==> src/rtl/cla_seq_ctrl.sv <==
`default_nettype none
// ============================================================================
// Module      : cla_seq_ctrl
// Description : Nibble-serial add/subtract sequencer that pushes one 4-bit
//               carry-lookahead slice across the operands, one nibble per
//               enabled cycle, with a single-cycle done pulse.
// Revision    : 1.0 - initial release
// ============================================================================
module cla_seq_ctrl #(
    parameter int NIB = 4
) (
    input  logic             clk,
    input  logic             rst_n,
    input  logic             ena,
    input  logic             start,
    input  logic             sub,
    input  logic             clr,
    input  logic [4*NIB-1:0] op_a,
    input  logic [4*NIB-1:0] op_b,
    output logic             busy,
    output logic             done,
    output logic [4*NIB-1:0] result,
    output logic             cout,
    output logic             ovf
);

    localparam int W    = 4 * NIB;
    localparam int IDXW = (NIB > 1) ? $clog2(NIB) : 1;
    localparam logic [IDXW-1:0] LAST_IDX = IDXW'(NIB - 1);
    localparam logic [W-1:0]    NIB_MASK = W'(4'hF);

    typedef enum logic [1:0] {
        S_IDLE = 2'd0,
        S_RUN  = 2'd1,
        S_DONE = 2'd2
    } state_t;

    state_t          state_q,  state_d;
    logic [W-1:0]    a_q,      a_d;
    logic [W-1:0]    b_q,      b_d;
    logic            carry_q,  carry_d;
    logic [IDXW-1:0] idx_q,    idx_d;
    logic [W-1:0]    result_q, result_d;
    logic            cout_q,   cout_d;
    logic            ovf_q,    ovf_d;

    // Operand nibble selected by the current index
    logic [IDXW+1:0] nib_pos;
    logic [W-1:0]    a_shift;
    logic [W-1:0]    b_shift;
    logic [3:0]      a_nib;
    logic [3:0]      b_nib;

    assign nib_pos = {idx_q, 2'b00};
    assign a_shift = a_q >> nib_pos;
    assign b_shift = b_q >> nib_pos;
    assign a_nib   = a_shift[3:0];
    assign b_nib   = b_shift[3:0];

    // The single 4-bit carry-lookahead slice, reused for every nibble
    logic [3:0] p;
    logic [3:0] g;
    logic [4:0] c;
    logic [3:0] slice_sum;

    assign p    = a_nib ^ b_nib;
    assign g    = a_nib & b_nib;
    assign c[0] = carry_q;
    assign c[1] = g[0] | (p[0] & c[0]);
    assign c[2] = g[1] | (p[1] & g[0]) | (p[1] & p[0] & c[0]);
    assign c[3] = g[2] | (p[2] & g[1]) | (p[2] & p[1] & g[0])
                | (p[2] & p[1] & p[0] & c[0]);
    assign c[4] = g[3] | (p[3] & g[2]) | (p[3] & p[2] & g[1])
                | (p[3] & p[2] & p[1] & g[0])
                | (p[3] & p[2] & p[1] & p[0] & c[0]);
    assign slice_sum = p ^ c[3:0];

    logic [W-1:0] sum_placed;
    logic [W-1:0] mask_placed;

    assign sum_placed  = W'(slice_sum) << nib_pos;
    assign mask_placed = NIB_MASK << nib_pos;

    always_ff @(posedge clk or negedge rst_n) begin
        if (!rst_n) begin
            state_q  <= S_IDLE;
            a_q      <= '0;
            b_q      <= '0;
            carry_q  <= 1'b0;
            idx_q    <= '0;
            result_q <= '0;
            cout_q   <= 1'b0;
            ovf_q    <= 1'b0;
        end else begin
            state_q  <= state_d;
            a_q      <= a_d;
            b_q      <= b_d;
            carry_q  <= carry_d;
            idx_q    <= idx_d;
            result_q <= result_d;
            cout_q   <= cout_d;
            ovf_q    <= ovf_d;
        end
    end

    always_comb begin
        state_d  = state_q;
        a_d      = a_q;
        b_d      = b_q;
        carry_d  = carry_q;
        idx_d    = idx_q;
        result_d = result_q;
        cout_d   = cout_q;
        ovf_d    = ovf_q;

        if (ena) begin
            // Abort leaves the visible result untouched
            if (clr) begin
                state_d = S_IDLE;
            end else begin
                case (state_q)
                    S_IDLE: begin
                        if (start) begin
                            a_d      = op_a;
                            b_d      = sub ? ~op_b : op_b;
                            carry_d  = sub;
                            idx_d    = '0;
                            result_d = '0;
                            cout_d   = 1'b0;
                            ovf_d    = 1'b0;
                            state_d  = S_RUN;
                        end
                    end
                    S_RUN: begin
                        result_d = (result_q & ~mask_placed) | sum_placed;
                        carry_d  = c[4];
                        if (idx_q == LAST_IDX) begin
                            cout_d  = c[4];
                            ovf_d   = c[3] ^ c[4];
                            state_d = S_DONE;
                        end else begin
                            idx_d = idx_q + IDXW'(1);
                        end
                    end
                    S_DONE: begin
                        state_d = S_IDLE;
                    end
                    default: begin
                        state_d = S_IDLE;
                    end
                endcase
            end
        end
    end

    assign busy   = (state_q == S_RUN) || (state_q == S_DONE);
    assign done   = (state_q == S_DONE);
    assign result = result_q;
    assign cout   = cout_q;
    assign ovf    = ovf_q;

endmodule
`default_nettype wire

==> config.mk <==
export PLATFORM = sky130hd
export DESIGN_NAME = cla_seq_ctrl
export DESIGN_NICKNAME = d
export VERILOG_FILES = /design/src/rtl/cla_seq_ctrl.sv
export SDC_FILE = /design/constraint.sdc
export NUM_CORES = 1
export LEC_CHECK = 0
export CAP_MARGIN = 40
export CORE_MARGIN = 2
export CORE_UTILIZATION = 37
export DETAILED_ROUTE_END_ITERATION = 7
export GPL_TIMING_DRIVEN = 1
export REMOVE_ABC_BUFFERS = 1
export SLEW_MARGIN = 20
export SYNTH_ARGS = -nofsm -noshare
export SYNTH_HDL_FRONTEND = slang
export SYNTH_SLANG_ARGS = --single-unit
export TNS_END_PERCENT = 1
==> constraint.sdc <==
create_clock -name clk -period 4.22 [get_ports clk]
set_input_delay 0.844 -clock clk [delete_from_list [all_inputs] [get_ports clk]]
set_output_delay 0.844 -clock clk [all_outputs]
set_load 0.03 [all_outputs]
==> impl_results.md, run 1 <==
- Outcome: complete, no violations
- Number of global-route vias before repair: 2003
- Critical R2R Launch: idx_q[0]
- Area Growth Syn to Fin: 28.1%
- Slew Viols, Final: 0
- Clock slew at reported path FFs: 90 ps
- Post-DP HPWL: 4.21 mm
- Crit Path Category: reg2reg
- Placed Cells: 396
- Core area: 0.00725 mm²
- Mapped Cells: 248
- Largest net degree at the start of global routing: 56
- Die area: 0.00819 mm²
- Leading cell type in the layout, fill and taps excluded: nand2_1
- Worst skew pair latency: 310 ps
- Initial DRC count: 37
- Multi-input logic area: 0.00132 mm²
- Routed len/inst: 14.1 µm
- Reg-to-reg slack, setup: 1630 ps
- Seq cells post-synth: 55
- I/O Buffers: 57
- Via Count: 1965
- # nets final: 356
- Hold WS: 479 ps
- Worst setup margin: 1630 ps
- Clock buffer depth: 2
- I/O Pins: 58
- Sequential fraction of the synthesis area: 49.7%
- LEAKAGE: 1.56 nW
- Crit Reg-Reg Endpoint: result[11]
- # diodes: 0
- Max FO, Critical Path: 11
- Hold Path Class: reg2reg
- Crit. End Element: flop
- Post-DR vias/cell: 4.85
- Post-CTS Repair Setup Buffers: 0
- Final cell count without fillers: 405
- Placer Congestion: 0.745
- H-tree depth: 2
- Top FF cell, synth: dfrtp_1
- Clock root buffer: clkbuf_8
- HP Start: a_q[10]
- Gate power share: 50.8%
- Gr usage total: 14.9%
- First drt pass iteration count: 4
- CTS Buf Count: 5
- ANT nets after route: 0
- Crit-path max cell delay: 570 ps
- Fmax: 386 MHz
- Layout fillers: 689
- Post-route clock skew: 3.90 ps
- DRC viols: 0
- Psw: 1.00 mW
- Hold Path Sink: a_q[10]
- Antenna violations before repair: 0
- Reg power frac: 36.1%
- Clock sink count: 55
- Ys async rst share: 100%
- Cell Pwr Density: 679 mW/mm²
- EDFF count, synth: 0
- Hold Vio Cnt, Final: 0
- Part of the cycle the worst path needs: 61.4%
- Worst Hold Depth: 2
- Detailed Route WL: 5.73 mm
- TritonCTS clock tree: done
- Total grt overflow: 0
- Buf+Inv Stages, Crit Path: 1
- Die Wd: 90.5 µm
- Endpoints failing setup: 0
- Commonest cells after routing, fill and taps aside: nand2_1 (67), clkdlybuf4s50_1 (56), dfrtp_1 (55)
- P_int: 1.41 mW
- Layout cells sized above 1: 10.5%
- Mapped cell area: 0.00277 mm²
- Sequence of cells on the critical path: buf_8 -> mux4_2 -> ha_1 -> a211oi_1 -> o21bai_1 -> xor2_1 -> a22o_1
- Arrival time at the worst endpoint: 2840 ps
- Initial core utilization: 38.2%
- Clock Power Share: 13.1%
- Register area: 0.00138 mm²
- Syn avg cell area: 11.2 µm²
- Yosys warning total: 0
- Unrepaired setup endpoints after global routing: no
- Least-Margin Pin Slew: 748 ps
- Post-Place Cell Area: 0.00343 mm²
- Switch share: 41.6%
- Chip Height: 90.5 µm
- Min Clock Period, post-route: 2590 ps
- Synth unique cells: 37
- Worst setup SP type: flop
- Max_slew headroom: 50.2%
- FF-to-FF path depth: 7
- Fin Setup TNS: 0 ps
- Layout Utilization: 48.9%
- Pre-CTS WS: 1360 ps
- Post-CTS resize count: 0
- Row count: 31
- Worst EP required: 4470 ps
- Max stage delay cell, worst path: mux4_2
- Cts hold-fix bufs: 0
- VDD IR max: 0.301 mV
- Pwr Total: 2.41 mW
- Max_cap viols: 0
- Global-route wire length before repair: 9.74 mm
- Post-route cell area: 0.00354 mm²
- CP delay by family, top: compound AO/OA/AOI/OAI gates
[state kept, by name, summed over array words and instances (netlist names)]
register and count:
cout 1, b_q 16, state_q 2, ovf 1
carry_q 1, a_q 16, idx_q 2, result 16
[cell type report]
| cell class | count | area share, % |
|---|---|---|
| sequential | 55 | 38.8 |
| multi-input combinational | 177 | 37.1 |
| timing repair buffer | 61 | 17.2 |
| tap | 99 | 3.49 |
| clock buffer | 8 | 2.82 |
| inverter | 5 | 0.529 |
[synth_stat cells (2+ instances only)]
library cell / n / area, µm²
mux2i_1: 2 / 20.0
o32ai_1: 2 / 17.5
dfrtp_1: 55 / 1380
a22o_1: 17 / 149
xor2_1: 2 / 17.5
o21ai_1: 2 / 10.0
nand2_1: 67 / 251
a21o_1: 2 / 15.0
nor2_1: 2 / 7.51
a31oi_1: 2 / 12.5
o21ai_0: 17 / 85.1
buf_2: 4 / 20.0
o2bb2ai_1: 2 / 17.5
clkbuf_1: 5 / 18.8
mux4_2: 8 / 180
ha_1: 12 / 150
xnor2_1: 17 / 149
mux2i_4: 2 / 45.0
inv_1: 5 / 18.8
nor3_2: 4 / 40.0
a21oi_1: 3 / 15.0
[metal layers]
metal / track usage [%] / routed length [µm] / up-vias
li1: - / - / 975
met1: 19.5 / 2570 / 946
met2: 24.9 / 2880 / 39
met3: 3.42 / 214 / 5
met4: 3.85 / 65 / 0
met5: 0 / 0 / -
[worst register-to-register path: stages (launching register included)]
cell      delay [ps]
dfrtp_1          480
buf_8            210
mux4_2           570
ha_1             340
a211oi_1         230
o21bai_1         170
xor2_1           340
a22o_1           190
[worst max-delay path by stage]
stage,from,to,slack (ps),depth (start not counted)
finish,idx_q[0],result[11],1630,7
global placement,ena,result[4],1400,5
CTS,idx_q[0],result[11],1340,6
global route,idx_q[0],result[3],1460,7
detailed placement,ena,result[4],1360,5
floorplan,idx_q[0],result[11],1720,6
[power groups by stage]
stage	combinational, mW	sequential [mW]	clock [mW]
2_1_floorplan	0.758	0.924	0
3_3_place_gp	1.17	0.897	0
3_5_place_dp	1.20	0.904	0
6_report	1.22	0.868	0.316
4_1_cts	1.21	0.893	0.327
5_1_grt	1.37	0.897	0.346
[kinds of logic after synthesis]
logic type | Yosys count | share of synthesized area [%]
AO/OA/AOI/OAI | 50 | 12.4
XOR/XNOR | 19 | 6.01
adder cells (fa/ha/maj) | 13 | 6.15
buffers and inverters | 16 | 2.76
flip-flops | 55 | 49.7
multiplexers | 13 | 9.27
AND/OR/NAND/NOR | 82 | 13.7
Note: power is estimated with default switching activity, not from simulation.
==> run 2: changes to the inputs <==
- clock period: 4.22 -> 2.1 ns (I/O delays scaled with it)
==> run 2 against run 1 <==
  * Non-clock buffer count is 17 higher
  * Critical endpoint is now result[15]
  * Design area rose by 6.9%
  * Setup slack lost 1700 ps
  * Global-route usage decreased by 0.24 points
  * Final cell count grew 4.2%
  * Sequential cell count stayed put
  * Sequential power rose by 97%
  * The flow now finishes with violations (setup timing)
==> impl_results.md, run 2 (synthesized netlist as in run 1, its figures left out) <==
- Outcome: complete, but fails checks (was complete, no violations)
- Failing checks: setup timing
- Initial DRC count: 62 (was 37)
- Placed Cells: 412 (was 396)
- Fmax: 452 MHz (was 386 MHz)
- # nets final: 373 (was 356)
- Initial core utilization: 38.2% (unchanged)
- Hold Path Class: in2async (was reg2reg)
- Placer Congestion: 0.790 (was 0.745)
- Min Clock Period, post-route: 2210 ps (was 2590 ps)
- Worst setup SP type: flop (unchanged)
- Worst EP required: 2310 ps (was 4470 ps)
- Arrival time at the worst endpoint: 2420 ps (was 2840 ps)
- Chip Height: 90.5 µm (unchanged)
- Commonest cells after routing, fill and taps aside: nand2_1 (67), dfrtp_1 (55), clkdlybuf4s50_1 (54) (was nand2_1 (67), clkdlybuf4s50_1 (56), dfrtp_1 (55))
- Largest net degree at the start of global routing: 49 (was 56)
- Number of global-route vias before repair: 2048 (was 2003)
- Crit-path max cell delay: 560 ps (was 570 ps)
- Die area: 0.00819 mm² (unchanged)
- Gr usage total: 14.6% (was 14.9%)
- Least-Margin Pin Slew: 367 ps (was 748 ps)
- DRC viols: 0 (unchanged)
- Core area: 0.00725 mm² (unchanged)
- Max_slew headroom: 75.6% (was 50.2%)
- Unrepaired setup endpoints after global routing: yes (was no)
- Routed len/inst: 13.4 µm (was 14.1 µm)
- Crit. End Element: flop (unchanged)
- Layout cells sized above 1: 19.2% (was 10.5%)
- Slew Viols, Final: 0 (unchanged)
- Max_cap viols: 0 (unchanged)
- Max FO, Critical Path: 4 (was 11)
- Layout Utilization: 52.2% (was 48.9%)
- LEAKAGE: 1.69 nW (was 1.56 nW)
- Die Wd: 90.5 µm (unchanged)
- Sequence of cells on the critical path: buf_6 -> mux4_2 -> ha_4 -> a211oi_4 -> o21bai_4 -> xor2_2 -> a22o_1 (was buf_8 -> mux4_2 -> ha_1 -> a211oi_1 -> o21bai_1 -> xor2_1 -> a22o_1)
- CTS Buf Count: 5 (unchanged)
- Post-DR vias/cell: 4.81 (was 4.85)
- Clock buffer depth: 2 (unchanged)
- Total grt overflow: 0 (unchanged)
- Worst setup margin: -111 ps (was 1630 ps)
- Crit Path Category: reg2reg (unchanged)
- Buf+Inv Stages, Crit Path: 1 (unchanged)
- Detailed Route WL: 5.66 mm (was 5.73 mm)
- Worst skew pair latency: 310 ps (about the same)
- Cell Pwr Density: 1510 mW/mm² (was 679 mW/mm²)
- TritonCTS clock tree: done (unchanged)
- Leading cell type in the layout, fill and taps excluded: nand2_1 (unchanged)
- Antenna violations before repair: 0 (unchanged)
- H-tree depth: 2 (unchanged)
- Clock slew at reported path FFs: 100 ps (was 90 ps)
- Reg-to-reg slack, setup: -110 ps (was 1630 ps)
- I/O Buffers: 57 (unchanged)
- Area Growth Syn to Fin: 36.9% (was 28.1%)
- Hold Vio Cnt, Final: 0 (unchanged)
- VDD IR max: 0.711 mV (was 0.301 mV)
- Row count: 31 (unchanged)
- Clock root buffer: clkbuf_8 (unchanged)
- Cts hold-fix bufs: 0 (unchanged)
- Hold WS: 86.8 ps (was 479 ps)
- ANT nets after route: 0 (unchanged)
- Via Count: 2031 (was 1965)
- Endpoints failing setup: 14 (was 0)
- Part of the cycle the worst path needs: 105% (was 61.4%)
- CP delay by family, top: compound AO/OA/AOI/OAI gates (unchanged)
- Clock sink count: 55 (unchanged)
- I/O Pins: 58 (unchanged)
- Final cell count without fillers: 422 (was 405)
- Max stage delay cell, worst path: mux4_2 (unchanged)
- Post-route clock skew: 9.34 ps (was 3.90 ps)
- Fin Setup TNS: -876 ps (was 0 ps)
- Post-DP HPWL: 4.24 mm (was 4.21 mm)
- Pwr Total: 5.72 mW (was 2.41 mW)
- # diodes: 0 (unchanged)
- Global-route wire length before repair: 9.70 mm (was 9.74 mm)
- First drt pass iteration count: 4 (unchanged)
[run 2: changes by cell type in the layout (fill, tap and decap cells not counted), sizes merged]
cell	delta
buf	+17
clkbuf	-3
clkdlybuf4s50	-2
clkinv	+1
dlygate4sd2	+1
dlymetal6s2s	+1
inv	+2
[run 2: report_power, final]
group | internal (mW) | total, mW | switching [mW]
Sequential | 1.46 | 1.71 | 0.250
Clock | 0.242 | 0.610 | 0.368
Combinational | 1.71 | 3.40 | 1.69
[run 2: final cells by class]
| cell class | count | area (µm²) |
|---|---|---|
| multi-input cells | 177 | 1420 |
| fillers | 674 | 3460 |
| inverters | 5 | 18.8 |
| well taps | 99 | 124 |
| clock inverters | 3 | 22.5 |
| repair buffers | 78 | 763 |
| flip-flops and latches | 55 | 1380 |
| clock buffers | 5 | 68.8 |
[run 2: what timing repair did]
action	4_1_cts	5_1_grt
buffers inserted	4	0
resized for setup	14	10
endpoints found under the setup margin	20	20
pin swaps	11	18
[run 2: worst register-to-register path, stage by stage, from the launching register on]
cell and delay, ps:
dfrtp_1 410, buf_6 120, mux4_2 560, ha_4 280
a211oi_4 240, o21bai_4 130, xor2_2 180, a22o_1 200
[run 2: worst paths after layout]
| kind | startpoint | end | cells past startpoint |
|---|---|---|---|
| worst max register to register | idx_q[0] | result[15] | 7 |
| worst min register to register | a_q[5] | a_q[5] | 2 |
| min in group clk | a_q[5] | a_q[5] | 2 |
| worst max-delay path | idx_q[0] | result[15] | 7 |
| max in group asynchronous | rst_n | b_q[4] | 2 |
| worst min-delay path | rst_n | state_q[0] | 2 |
[run 2: metal layers]
layer  up-vias  part of all wire, %  track usage (%)
met5         -                    0                0
met4         0                  1.8             5.26
met3         9                  4.7             3.09
met2        48                   49             23.9
met1       970                   44             19.3
li1       1004                    -                -
[run 2: metrics by stage]
stage	area (µm²)	setup slack (ps)
finish	3790	-111
global route	3790	-179
floorplan	2710	-396
global placement	3550	-121
CTS	3740	-145
detailed placement	3550	-212
